## config.mk

```make
export PLATFORM = sky130hd
export DESIGN_NAME = apb_regfile_slave
export DESIGN_NICKNAME = d
export VERILOG_FILES = /design/src/rtl/apb_regfile_slave.sv
export SDC_FILE = /design/constraint.sdc
export NUM_CORES = 1
export LEC_CHECK = 0
export CELL_PAD_IN_SITES_DETAIL_PLACEMENT = 1
export CELL_PAD_IN_SITES_GLOBAL_PLACEMENT = 1
export CORE_AREA = 2 2 232 234
export CTS_BUF_LIST = sky130_fd_sc_hd__clkbuf_8
export CTS_CLUSTER_DIAMETER = 200
export CTS_CLUSTER_SIZE = 10
export DETAILED_ROUTE_END_ITERATION = 7
export DIE_AREA = 0 0 234 236
export PLACE_DENSITY = 0.68
export SETUP_SLACK_MARGIN = 0.3
export SYNTH_ARGS = -nofsm -noshare
export SYNTH_HDL_FRONTEND = slang
export SYNTH_SLANG_ARGS = --single-unit
```

## constraint.sdc

```tcl
create_clock -name PCLK -period 5 [get_ports PCLK]
set_input_delay 1 -clock PCLK [delete_from_list [all_inputs] [get_ports PCLK]]
set_output_delay 1 -clock PCLK [all_outputs]
set_load 0.05 [all_outputs]
```

## src/rtl/apb_regfile_slave.sv

```systemverilog
// APB4 register-file slave: NUM_REGS word registers (RW or hardware-status RO),
// byte strobes, programmable wait states, PSLVERR and per-register write pulses.
module apb_regfile_slave #(
    parameter int unsigned            ADDR_WIDTH  = 8,
    parameter int unsigned            DATA_WIDTH  = 32,
    parameter int unsigned            NUM_REGS    = 8,
    parameter int unsigned            WAIT_STATES = 0,
    parameter logic [NUM_REGS-1:0]    RO_MASK     = '0
) (
    input  logic                           PCLK,
    input  logic                           PRESETn,
    input  logic                           PSEL,
    input  logic                           PENABLE,
    input  logic                           PWRITE,
    input  logic [ADDR_WIDTH-1:0]          PADDR,
    input  logic [DATA_WIDTH-1:0]          PWDATA,
    input  logic [DATA_WIDTH/8-1:0]        PSTRB,
    output logic [DATA_WIDTH-1:0]          PRDATA,
    output logic                           PREADY,
    output logic                           PSLVERR,
    input  logic [NUM_REGS*DATA_WIDTH-1:0] hw_status,
    output logic [NUM_REGS*DATA_WIDTH-1:0] reg_out,
    output logic [NUM_REGS-1:0]            wr_pulse
);

    localparam int unsigned IDX_W  = ADDR_WIDTH - 2;
    localparam int unsigned NBYTES = DATA_WIDTH / 8;
    localparam int unsigned CNT_W  = 4;

    typedef enum logic {IDLE, ACCESS} state_t;

    state_t                 state;
    logic [CNT_W-1:0]       cnt;
    logic [DATA_WIDTH-1:0]  regs [NUM_REGS];

    logic [IDX_W-1:0]       idx;
    logic                   idx_ok;
    logic                   ro_hit;
    logic                   addr_err;
    logic                   ro_err;
    logic                   err;
    logic                   complete;
    logic                   wr_commit;
    logic [DATA_WIDTH-1:0]  rd_data;

    assign idx      = PADDR[ADDR_WIDTH-1:2];
    assign idx_ok   = {1'b0, idx} < (IDX_W+1)'(NUM_REGS);
    assign addr_err = (PADDR[1:0] != 2'b00) || !idx_ok;
    assign ro_err   = PWRITE && ro_hit && !addr_err;
    assign err      = addr_err || ro_err;

    assign complete  = (state == ACCESS) && PSEL && PENABLE && (cnt == '0);
    assign wr_commit = complete && PWRITE && !err;

    // Register-select mux; RO slots read straight from hardware status
    always_comb begin
        ro_hit  = 1'b0;
        rd_data = '0;
        for (int unsigned i = 0; i < NUM_REGS; i++) begin
            if (idx == IDX_W'(i)) begin
                ro_hit  = RO_MASK[i];
                rd_data = RO_MASK[i] ? hw_status[i*DATA_WIDTH +: DATA_WIDTH] : regs[i];
            end
        end
    end

    assign PREADY  = (state == IDLE) || (cnt == '0);
    assign PRDATA  = (complete && !PWRITE && !err) ? rd_data : '0;
    assign PSLVERR = complete && err;

    // Transfer FSM with wait-state counter
    always_ff @(posedge PCLK or negedge PRESETn) begin
        if (!PRESETn) begin
            state <= IDLE;
            cnt   <= '0;
        end else begin
            case (state)
                IDLE: begin
                    if (PSEL && !PENABLE) begin
                        state <= ACCESS;
                        cnt   <= CNT_W'(WAIT_STATES);
                    end
                end
                ACCESS: begin
                    if (!PSEL) begin
                        state <= IDLE;
                        cnt   <= '0;
                    end else if (!PENABLE) begin
                        cnt <= CNT_W'(WAIT_STATES);
                    end else if (cnt != '0) begin
                        cnt <= cnt - CNT_W'(1);
                    end else begin
                        state <= IDLE;
                    end
                end
                default: begin
                    state <= IDLE;
                    cnt   <= '0;
                end
            endcase
        end
    end

    // Byte-lane register writes and one-cycle commit pulses
    always_ff @(posedge PCLK or negedge PRESETn) begin
        if (!PRESETn) begin
            for (int unsigned i = 0; i < NUM_REGS; i++) regs[i] <= '0;
            wr_pulse <= '0;
        end else begin
            for (int unsigned i = 0; i < NUM_REGS; i++) begin
                wr_pulse[i] <= wr_commit && (idx == IDX_W'(i));
                for (int unsigned b = 0; b < NBYTES; b++) begin
                    if (wr_commit && !RO_MASK[i] && (idx == IDX_W'(i)) && PSTRB[b])
                        regs[i][8*b +: 8] <= PWDATA[8*b +: 8];
                end
            end
        end
    end

    for (genvar g = 0; g < NUM_REGS; g++) begin : g_out
        assign reg_out[g*DATA_WIDTH +: DATA_WIDTH] = RO_MASK[g] ? '0 : regs[g];
    end

    // hw_status slots of RW registers are intentionally ignored
    logic unused_hw;
    assign unused_hw = ^hw_status;

endmodule

```

# Yosys cells after proc, flatten, opt, wreduce, memory -nomap -nowiden
# Cells that the tools add are included.
[word_totals]
regBits = 269
latch_bits = 0
ramBits = 0
rom_bits = 0
inputBits = 305
elab_cells = 126
memories = 0
[op_classes]
addsub = 1
n_mul = 0
div = 0
order_cmp = 1
eq_ne = 9
shift = 0
mux = 19
bitwise = 1
n_reduce_logical = 60
[op_table]
columns = ["op", "n"]
rows = [
  ["two-way mux 32 bit", 9],
  ["logical AND 1 bit", 49],
  ["== test 6 x 3 -> 1 bit (second input constant)", 4],
  ["two-way mux 4 bit", 4],
  ["== test 6 x 2 -> 1 bit (second input constant)", 2],
  ["case mux 4 bit (2 select lines)", 1],
  ["== test 6 x 1 -> 1 bit (second input constant)", 1],
  ["logical NOT 6 bit", 1],
  ["less-than comparator 6 x 4 -> 1 bit (second input constant)", 1],
  ["logical NOT 1 bit", 4],
  ["logical NOT 4 bit", 1],
  ["two-way mux 1 bit", 4],
  ["inequality test 4 x 3 -> 1 bit (second input constant)", 1],
  ["nonzero test 4 bit", 1],
  ["subtractor 4 x 1 -> 4 bit (second input constant)", 1],
  ["logical OR 1 bit", 2],
  ["inequality test 2 x 1 -> 1 bit (second input constant)", 1],
  ["case mux 1 bit (2 select lines)", 1],
  ["AND reduction 2 bit", 1],
  ["nonzero test 2 bit", 1],
  ["inverter 1 bit", 1],
]

# Depth between registers and ports, before layout
[depth]
depth_word = 10
depth_mapped = 9

# Least setup slack after synthesis
# Ideal clock, no wire load.
[synth_timing]
path_type = "input to output"
startpoint = "input PADDR[2]"
endpoint = "output PRDATA[16]"
t_arrival_ns = 3.478
required_ns = 4.000
path_slack_ns = 0.522
cell_stages = 7
path_cell_list = "buf_2 > buf_2 > or2_2 > nor2_1 > clkbuf_1 > a221oi_1 > a221oi_1"
[synth_between]
elab_chain_len = 10
elab_cells_between_ends = 22
cone_classes = "1 x order compare; 7 x eq/ne; 9 x mux; 5 x reduce/logical"
[synth_rtl]
columns = ["element", "line_no", "rtl"]
rows = [
  ["from (decl)", "15", "input logic [ADDR_WIDTH-1:0] PADDR,"],
  ["logical NOT 6 bit", "60", "if (idx == IDX_W'(i)) begin"],
  ["two-way mux 32 bit (8 in series)", "60", ""],
  ["two-way mux 32 bit (*)", "68", "assign PRDATA = (complete && !PWRITE && !err) ? rd_data : '0;"],
  ["to (decl)", "18", "output logic [DATA_WIDTH-1:0] PRDATA,"],
]
# Mark *: on every way between the ends. The rest lies on a longest branch, timed or not.

# Worst setup path in the final report
[layout_timing]
startpoint = "input PADDR[7]"
endpoint = "output PRDATA[2]"
# Same word-level chain as after synthesis.

==> results.cfg <==
[outcome]
outcome = finished clean

[route]
via_per_inst = 4.88
wire_per_inst_um = 26.2
drt_iter0_markers = 464
antenna_left = 0
routed_wl_mm = 51.6
dr.pass1.iters = 4
vias = 9619
drc = 0

[critical_path]
timing.rr.end = reg_out[116]
path_class = primary input to output pin
slowest_stage = or4b_4
startpoint = PADDR[7]
arrival_ns = 3.64
worstSetupEndpointType = output pin
worstPathRequired_ns = 4.00
cpPeakStageDelay_ns = 0.70
crit_end = PRDATA[2]
start_kind = primary input
crit_chain = clkdlybuf4s50_1, or4b_4, nor2_2, buf_4, a221oi_1, a221oi_2, buf_4, buf_12
r2r-start = cnt[0]
cp_common_cell = buf_4
r2r_slack_ns = 2.30
worst-r2r-cell-count = 7
cp_max_fo = 20

[sta]
period_minus_slack_ns = 4.64
drv_slew = 0
rsz0062_at_grt = false
skew_ns = 0.0457
finalSetupViolCount = 0
fin_ws_ns = 0.359
final.setup.tns_ns = 0
tightest_slew_ns = 0.912
post-route-period-util = 0.928
max_freq_mhz = 215
relSlewSlack = 0.392
whs_ns = 0.405
final_hold_viol_count = 0

[power]
pwr-share-seq = 0.580
p_leak_nw = 8.11
power.internal_mw = 2.80
ir_drop_mv = 0.147
power.switching_mw = 0.957
p_total_mw = 3.75
p_clk_frac = 0.354
cellPowerDensity_nw_per_um2 = 207
p_sw_frac = 0.255
power_frac_comb = 0.066

[yosys]
ys_seq_elements = 269
syn_avg_cell_area_um2 = 14.1
synth_nets = 1213
synthCells = 907
synth_area_um2 = 12800
ys_warn_count = 0
synth_edf_count = 0
synthFlopType = dfrtp_1
seq_area_frac_synth = 0.525
ys_types = 40
async_flop_share = 1.00

[placement]
place_area_um2 = 17600
gp_congestion = 0.794
port-buffer-count = 346
dp_slack_ns = 0.0297
place_inst = 1938
dp_hpwl_mm = 36.2

[global_route]
grtUsageTotal = 0.185
grt-ovfl-total = 0
grt_pass1_wl_mm = 75.4
grt_pass1_vias = 10500
grt_max_degree = 111
antenna_found_initial = 0

[clock_network]
htreeDepth = 1
cts.path.max_buffers = 3
cts_hold_buf = 0
cts_buffers = 30
clkSinkCount = 269
cts_resized = 4
clk_pin_slew_worst_paths_ns = 0.07
cts_setup_buffers = 0
cts_tree = yes
clockRootBuffer = clkbuf_8
clock_latency_ns = 0.64

[floorplanning]
ioPinCount = 603
die_h_um = 236
initial_core_util = 0.242
core-area_um2 = 53100
rows = 85
die_w_um = 234
dieArea_um2 = 55200

[final_layout]
final_cells = 1970
antenna_cells = 0
drive_gt1_frac = 0.340
multi_input_area_um2 = 5980
mostFrequentLayoutCells = 310 x clkdlybuf4s50_1, 269 x dfrtp_1, 235 x mux2_2
seq_area_um2 = 6730
fin_util = 0.342
fin_nets = 1580
mostFrequentLayoutCell = clkdlybuf4s50_1
stdcell_area_um2 = 18100
n_fill_cell = 5583
syn_to_final_growth_pct = 41.4

[run]
drv_cap = 0

[hold_path]
hp-class = primary input to asynchronous set/reset pin
[worst min-delay path by stage]
stage / slack (ns) / cells past startpoint / end / start
finish: 0.40 / 1 / reg_out[110] / PRESETn
CTS: 0.44 / 1 / reg_out[129] / PRESETn
global route: 0.49 / 1 / reg_out[79] / PRESETn
detailed placement: 0.50 / 1 / reg_out[99] / reg_out[99]
global placement: 0.49 / 1 / reg_out[99] / reg_out[99]
floorplan: 0.47 / 2 / cnt[1] / cnt[1]
[critical path, delay by kind of cell]
family | cells | cell delay, ns
and+or+nand+nor | 2 | 0.84
AOI/OAI and AO/OA | 2 | 0.54
buffers and inverters | 4 | 1.22
[sequential cells by signal (all words and copies together), names as in the netlist]
| register | flops |
|---|---|
| wr_pulse | 8 |
| reg_out | 256 |
| cnt | 4 |
| state | 1 |
[area by class of cell]
type | count | area share
clock buffer | 31 | 0.0235
clock inverter | 1 | 0.000207
inverter | 3 | 0.000621
multi-input combinational | 588 | 0.330
sequential | 269 | 0.371
tap | 696 | 0.0480
timing repair buffer | 382 | 0.227
[layer usage]
metal,track usage,wire (um)
met1,0.241,21900
met2,0.294,23600
met3,0.0728,5240
met4,0.0299,833
met5,0,0
[cells by family after synthesis]
kind of cell / count (synthesis) / share of synthesized area
and+or+nand+nor: 151 / 0.0877
adders and majority gates: 1 / 0.000975
muxes: 317 / 0.303
DFF: 269 / 0.525
AOI/OAI and AO/OA: 119 / 0.0663
buffers and inverters: 50 / 0.0169
[cells in the mapped netlist (4+ instances only)]
| cell type | n | area share |
|---|---|---|
| nand2_1 | 51 | 0.015 |
| clkbuf_1 | 25 | 0.0073 |
| a21oi_1 | 13 | 0.0051 |
| o21ai_0 | 43 | 0.017 |
| a221oi_1 | 43 | 0.029 |
| nand2_2 | 4 | 0.0020 |
| nor3_4 | 29 | 0.037 |
| nor2_1 | 17 | 0.0050 |
| mux2i_1 | 29 | 0.023 |
| mux4_2 | 32 | 0.056 |
| mux2_2 | 235 | 0.21 |
| buf_2 | 17 | 0.0066 |
| nor2b_1 | 7 | 0.0034 |
| mux2_1 | 21 | 0.018 |
| nor3_2 | 5 | 0.0039 |
| dfrtp_1 | 269 | 0.52 |
| a32o_1 | 9 | 0.0070 |
| a221o_1 | 9 | 0.0070 |
| nand3_1 | 18 | 0.0070 |
[power by group through the flow]
stage	sequential (mW)	combinational (mW)	clock (mW)
4_1_cts	2.18	0.251	1.41
2_1_floorplan	2.22	0.0808	0
5_1_grt	2.18	0.270	1.47
3_5_place_dp	2.22	0.250	0
3_3_place_gp	2.22	0.245	0
6_report	2.18	0.248	1.33
Note: power is estimated with default switching activity, not from simulation.
